[config.mk]
export PLATFORM = sky130hd
export DESIGN_NAME = ov7670_capture_gray
export DESIGN_NICKNAME = d
export VERILOG_FILES = /design/src/rtl/ov7670_capture_gray.sv
export SDC_FILE = /design/constraint.sdc
export NUM_CORES = 1
export LEC_CHECK = 0
export CORE_MARGIN = 2
export CORE_UTILIZATION = 40
export CTS_CLUSTER_DIAMETER = 30
export DETAILED_ROUTE_END_ITERATION = 6
export RECOVER_POWER = 25
export SYNTH_ARGS = -nofsm -noshare
export SYNTH_HDL_FRONTEND = slang
export SYNTH_SLANG_ARGS = --single-unit
[constraint.sdc]
create_clock -name pclk -period 3.47 [get_ports pclk]
set_input_delay 0.694 -clock pclk [delete_from_list [all_inputs] [get_ports pclk]]
set_output_delay 0.694 -clock pclk [all_outputs]
set_load 0.005 [all_outputs]
[src/rtl/ov7670_capture_gray.sv]
// OV7670 RGB565 capture into an 8-bit grayscale frame buffer.
// Only whole frames are stored; writes land at line*width + column.
module ov7670_capture_gray #(
    parameter int width  = 640,
    parameter int height = 480
) (
    input  logic        pclk,
    input  logic        rst_n,
    input  logic        vsync,
    input  logic        href,
    input  logic [7:0]  d,
    output logic [18:0] addr,
    output logic [7:0]  dout,
    output logic        we,
    output logic        frame_done,
    output logic [7:0]  frame_cnt,
    output logic        err_overrun,
    output logic        err_odd
);

    localparam int CW = $clog2(width + 1);
    localparam int LW = $clog2(height + 1);
    localparam logic [CW-1:0] COL_MAX  = CW'(width);
    localparam logic [LW-1:0] LINE_MAX = LW'(height);

    localparam logic [1:0] SYNC  = 2'd0;
    localparam logic [1:0] FRAME = 2'd1;
    localparam logic [1:0] LINE  = 2'd2;

    logic [1:0]    rst_sync;
    logic          rst_int_n;
    logic [1:0]    state;
    logic          seen_vs;
    logic [CW-1:0] col;
    logic [LW-1:0] line_cnt;
    logic          phase;
    logic [7:0]    hi_p0;
    logic [15:0]   pix;

    function automatic logic [7:0] luma(input logic [15:0] px);
        logic [7:0]  r8;
        logic [7:0]  g8;
        logic [7:0]  b8;
        logic [15:0] acc;
        r8  = {px[15:11], px[15:13]};
        g8  = {px[10:5], px[10:9]};
        b8  = {px[4:0], px[4:2]};
        acc = 16'd77 * {8'd0, r8} + 16'd150 * {8'd0, g8} + 16'd29 * {8'd0, b8};
        return acc[15:8];
    endfunction

    // Assert asynchronously, release on a pclk edge.
    always_ff @(posedge pclk or negedge rst_n) begin
        if (!rst_n) rst_sync <= 2'b00;
        else        rst_sync <= {rst_sync[0], 1'b1};
    end
    assign rst_int_n = rst_sync[1];

    assign pix = {hi_p0, d};

    always_ff @(posedge pclk or negedge rst_int_n) begin
        if (!rst_int_n) begin
            state       <= SYNC;
            seen_vs     <= 1'b0;
            col         <= '0;
            line_cnt    <= '0;
            phase       <= 1'b0;
            hi_p0       <= 8'd0;
            addr        <= 19'd0;
            dout        <= 8'd0;
            we          <= 1'b0;
            frame_done  <= 1'b0;
            frame_cnt   <= 8'd0;
            err_overrun <= 1'b0;
            err_odd     <= 1'b0;
        end else begin
            we         <= 1'b0;
            frame_done <= 1'b0;
            case (state)
                SYNC: begin
                    if (vsync) begin
                        seen_vs <= 1'b1;
                    end else if (seen_vs) begin
                        state       <= FRAME;
                        seen_vs     <= 1'b0;
                        col         <= '0;
                        line_cnt    <= '0;
                        phase       <= 1'b0;
                        err_overrun <= 1'b0;
                        err_odd     <= 1'b0;
                    end
                end
                FRAME: begin
                    if (vsync) begin
                        // vsync is already high here, so the next falling edge starts a frame
                        state      <= SYNC;
                        seen_vs    <= 1'b1;
                        frame_done <= 1'b1;
                        frame_cnt  <= frame_cnt + 8'd1;
                    end else if (href) begin
                        state <= LINE;
                        hi_p0 <= d;
                        phase <= 1'b1;
                    end
                end
                LINE: begin
                    if (vsync) begin
                        state      <= SYNC;
                        seen_vs    <= 1'b1;
                        frame_done <= 1'b1;
                        frame_cnt  <= frame_cnt + 8'd1;
                        col        <= '0;
                        phase      <= 1'b0;
                    end else if (!href) begin
                        state <= FRAME;
                        col   <= '0;
                        phase <= 1'b0;
                        if (phase) err_odd <= 1'b1;
                        if (line_cnt != LINE_MAX) line_cnt <= line_cnt + LW'(1);
                    end else if (!phase) begin
                        hi_p0 <= d;
                        phase <= 1'b1;
                    end else begin
                        phase <= 1'b0;
                        if (col < COL_MAX && line_cnt < LINE_MAX) begin
                            we   <= 1'b1;
                            addr <= 19'(line_cnt) * 19'(width) + 19'(col);
                            dout <= luma(pix);
                        end else begin
                            err_overrun <= 1'b1;
                        end
                        if (col != COL_MAX) col <= col + CW'(1);
                    end
                end
                default: state <= SYNC;
            endcase
        end
    end

endmodule

**Yosys cells after proc, flatten, opt, wreduce, memory -nomap -nowiden**

Cells that the tools add are included.

- Register bits: 72
- Memory bits (writable): 0
- Memories kept: 0
- Logic and storage cells: 116
- Latch bits: 0
- ROM bits: 0
- Input port bits: 12
- Output and inout bits: 39

- Multipliers: 4
- Bitwise logic cells: 1
- Divide/modulo/power cells: 0
- Multiplexer cells: 52
- Order comparisons: 2
- $add $sub $neg: 6
- Shift-type cells: 0
- Equal/unequal tests: 20
- Reductions and logical operators: 17

Operators with widths:

| cell | count |
|---|---|
| 2-to-1 mux 10 bit | 6 |
| 2-to-1 mux 9 bit | 5 |
| 2-to-1 mux 8 bit | 5 |
| multiplier 7 x 8 -> 15 bit, first input constant | 2 |
| 2-to-1 mux 1 bit | 22 |
| inequality test 2 bit, second input constant | 11 |
| case mux 10 bit (2 select lines) | 1 |
| adder 19 x 10 -> 19 bit | 1 |
| case mux 9 bit (2 select lines) | 1 |
| AND reduction 6 bit | 3 |
| adder 15 x 16 -> 16 bit | 1 |
| adder 16 x 13 -> 16 bit | 1 |
| case mux 8 bit (2 select lines) | 1 |
| AND reduction 5 bit | 3 |
| multiplier 5 x 8 -> 13 bit, first input constant | 1 |
| multiplier 9 x 3 -> 12 bit, second input constant | 1 |
| 2-to-1 mux 2 bit | 6 |
| adder 10 x 1 -> 10 bit, second input constant | 1 |
| less-than comparator 10 bit, second input constant | 1 |
| inequality test 10 bit, second input constant | 1 |
| adder 9 x 1 -> 9 bit, second input constant | 1 |
| less-than comparator 9 bit, second input constant | 1 |
| inequality test 9 bit, second input constant | 1 |
| adder 8 x 1 -> 8 bit, second input constant | 1 |
| 17 further kinds | 24 |

**Longest topological paths before layout**

- Depth in word-level cells: 7
- Gate-level depth with buffers: 26
- Gate-level depth less buffers: 26

**Worst setup path after synthesis**

Ideal clock, no wire load.

- Path type: input-to-reg
- Start point: in d[7]
- End point: reg dout[5]
- Required time: 3.341 ns
- Path slack: -3.014 ns
- Stages: 21
- Setup time: 0.129 ns
- Arrival: 6.355 ns
- Cells stage by stage: ha_1 ha_1 inv_1 fa_1 fa_1 inv_1 ha_1 xnor2_1 fa_1 fa_1 inv_1 fa_1 fa_1 inv_1 ha_1 a211o_1 o211a_1 a311o_1 a21oi_1 xor2_1 o21ai_1

- Word-level cells in the longest chain between the ends: 3

RTL lines:

| what | RTL line | text |
|---|---|---|
| from (decl) | 11 | `input logic [7:0] d,` |
| multiplier 7 x 8 -> 15 bit | 48 | `acc = 16'd77 * {8'd0, r8} + 16'd150 * {8'd0, g8} + 16'd29 * {8'd0, b8};` |
| adder 15 x 16 -> 16 bit | 48 |  |
| adder 16 x 13 -> 16 bit | 48 |  |
| to (signal assigned) | 128 | `dout <= luma(pix);` |
| to (decl) | 13 | `output logic [7:0] dout,` |

Every way passes these cells.
A chain may end at the register's enable or synchronous reset.

**Final worst setup path**

- Start point: reg hi_p0[1]
- End point: reg dout[5]

- Word-level cells in the longest chain between the ends: 3

RTL lines:

| what | RTL line | text |
|---|---|---|
| from (decl) | 37 | `logic [7:0] hi_p0;` |
| from (signal assigned) | 68 | `hi_p0 <= 8'd0;` |
| from (signal assigned) | 102 | `hi_p0 <= d;` |
| from (signal assigned) | 121 | `hi_p0 <= d;` |
| multiplier 7 x 8 -> 15 bit | 48 |  |
| adder 15 x 16 -> 16 bit | 48 |  |
| adder 16 x 13 -> 16 bit | 48 |  |

Every way passes these cells.

==> flow_summary.yaml <==
setup_path:
  cp.arrival_ns: 6.20
  setup.worst_path.end_class: "register"
  crit_start: "hi_p0[1]"
  max_stage_delay_ns: 0.50
  reg2reg_setup_slack_ns: -2.51
  cp_max_fo: 4
  start_kind: "register"
  ff2ff_path_depth: 21
  critical_path.cell_chain: "ha_4 > ha_4 > inv_2 > fa_1 > fa_1 > inv_2 > ha_4 > xnor2_2 > fa_1 > fa_1 > inv_1 > fa_1 > fa_1 > inv_1 > ha_2 > a211o_1 > o211a_4 > a311o_1 > a21oi_2 > xor2_1 > o21ai_1"
  critPathSlowestCell: "fa_1"
  critical_path.endpoint: "dout[5]"
  criticalPathCategory: "reg2reg"
  r2r_start: "hi_p0[1]"
  rr_endpoint: "dout[5]"
  cp_data_required_time_ns: 3.69
  cpMostUsedCell: "fa_1"
grt:
  grt.overflow.total: 0
  antenna_found_initial: 0
  grt_max_degree: 43
  grt_use_total_pct: 17.95
  grt_pass1_vias: 5560
  grt_pass1_wl_um: 26030
synthesis:
  syn-num-nets: 877
  yosysTopAreaCell: "dfrtp_1"
  ys_seq_area_share_pct: 26.57
  synth-edff-count: 0
  synth_cell_type_count: 52
  netlist_top_cells_area: "dfrtp_1, ha_1, fa_1"
  yosysMostFrequentCell: "inv_1"
  synth_area_per_cell_um2: 9.688
  async_flop_share_pct: 100.0
  syn_inst: 700
  synth_top_area_share_pct: 26.57
  syn_area_um2: 6782
  ys_ff_latch: 72
  yosys-top-cells-count: "inv_1, ha_1, dfrtp_1, nand2_1, fa_1"
  synth_warnings: 0
  ys.flop_type: "dfrtp_1"
drt:
  drt_iter0_drc: 203
  dr.pass1.iters: 4
  vias: 5294
  wire_per_inst_um: 14.30
  antenna_left: 0
  finalWirelength_um: 15220
  drc: 0
  viasPerCell: 4.976
finish:
  finalNetCount: 1016
  area_growth_pct: 30.33
  fillers: 1514
  drive_gt1_share_pct: 19.91
  diodes: 0
timing:
  slew_violations: 0
  rsz0062_at_grt: "true"
  slew-limit-headroom_pct: 24.97
  setup_viol: 8
  skew_ns: 0.01023
  tightest_slew_ns: 1.125
  hold_violations: 0
  layout_setup_ws_ns: -2.511
  period_minus_slack_ns: 5.981
  max_freq_mhz: 167.2
  period_share_pct: 172.4
cts:
  cts_tree: "done"
  clkSinkCount: 72
  clkLatencyLatePin_ns: 0.35
  cts_hold_buf: 0
  clk_path_buf_depth: 2
  cts_made_buffers: 9
  path_clk_slew_ns: 0.07
  htreeDepth: 3
  cts_root_buf: "clkbuf_16"
floorplanning:
  io-pin-count: 51
  initial_core_util_pct: 40.89
  die_y_um: 134.2
  die_w_um: 134.2
  die_area_um2: 18010
  core_area_um2: 16580
  fp-row-count: 47
worst_hold_path:
  hp-class: "reg2reg"
placement:
  routabilityCongestion: 0.8838
  dpl.hpwl_um: 12390
  port_buffers: 50
  dp_slack_ns: -3.292
run_status:
  violations: "negative setup slack"
  status: "complete, but fails checks"
job:
  maxCapViolations: 0
==> layout by cell type, fill, tap and decap left out, types with 26 or more instances in the layout <==
cell type / synthesis / routed
buf_4: 0 / 83
fa_1: 56 / 55
inv_1: 111 / 103
nand2_1: 66 / 62
xor2_1: 26 / 26
nor2_1: 36 / 34
dfrtp_1: 72 / 71
ha_1: 109 / 93
o21ai_0: 45 / 37
clkdlybuf4s50_1: 0 / 45
==> worst max-delay path, delay by kind of cell (launching register included) <==
family,cells,cell delay (ns)
adders and majority gates,10,3.80
xor gates and xnor gates,2,0.28
DFF,1,0.42
AOI/OAI and AO/OA,5,1.17
buffers and inverters,4,0.17
==> sequential cells by signal, indices dropped and copies added (netlist names), 2 cells and up <==
register   flops
addr          19
col           10
dout           8
frame_cnt      8
hi_p0          8
line_cnt       9
rst_sync       2
state          2
==> final cells by class <==
class / count / area (um2) / share of cell area, %
clock buffer: 9 / 225.2 / 2.548
clock inverter: 7 / 120.1 / 1.359
inverter: 112 / 420.4 / 4.757
multi-input combinational: 507 / 4835 / 54.70
sequential: 72 / 1803 / 20.40
tap: 220 / 275.3 / 3.114
timing repair buffer: 137 / 1160 / 13.12
==> timing repair <==
| action | in CTS | in global routing |
|---|---|---|
| setup endpoints to repair | 8 | 8 |
| pin swaps | 36 | 21 |
| gates resized for setup | 45 | 13 |
| setup buffers | 7 | 2 |
==> metal layers <==
layer	up-vias	global-route usage (%)	routed length, um
li1	2608	-	-
met1	2595	22.52	6755
met2	69	31.60	7791
met3	22	2.230	357
met4	0	6.784	312
met5	-	0	0
==> worst min path at each step <==
stage / from / to / slack, ns / depth (start not counted)
2_1_floorplan: rst_sync[0] / rst_sync[1] / 0.33 / 0
3_3_place_gp: rst_sync[1] / frame_cnt[4] / 0.30 / 0
3_5_place_dp: rst_sync[1] / frame_cnt[2] / 0.31 / 0
4_1_cts: rst_sync[1] / col[3] / 0.31 / 0
5_1_grt: rst_sync[0] / rst_sync[1] / 0.38 / 0
6_report: rst_sync[0] / rst_sync[1] / 0.36 / 0
==> logic make-up (layout without fill, tap and decap cells) <==
kind of cell             Yosys count  count (layout)  synth area share (%)
flip-flops                        72              72                 26.57
AO/OA/AOI/OAI                    111             111                 9.908
adder cells (fa/ha/maj)          165             165                 36.64
buffers and inverters            121             265                 6.734
multiplexers                       8               8                 1.291
XOR/XNOR                          50              50                 6.458
AND/OR/NAND/NOR                  172             172                 12.34
other                              1               1               0.05530
==> per-stage QoR <==
step	instance area (um2)	instances	hold slack [ns]	setup TNS, ns	util (%)
3_5_place_dp	8225	1039	0.3109	-24.63	49.60
6_report	8838	1064	0.3570	-18.08	53.30
4_1_cts	8771	1062	0.3103	-17.88	52.89
2_1_floorplan	6899	700	0.3312	-17.90	-
3_3_place_gp	8225	1039	0.2999	-23.97	49.60
5_1_grt	8838	1064	0.3758	-19.64	53.30
Power is left out: the tool's default activity adds up to more than one toggle a clock period on the data nets, which glitch-free logic cannot reach.
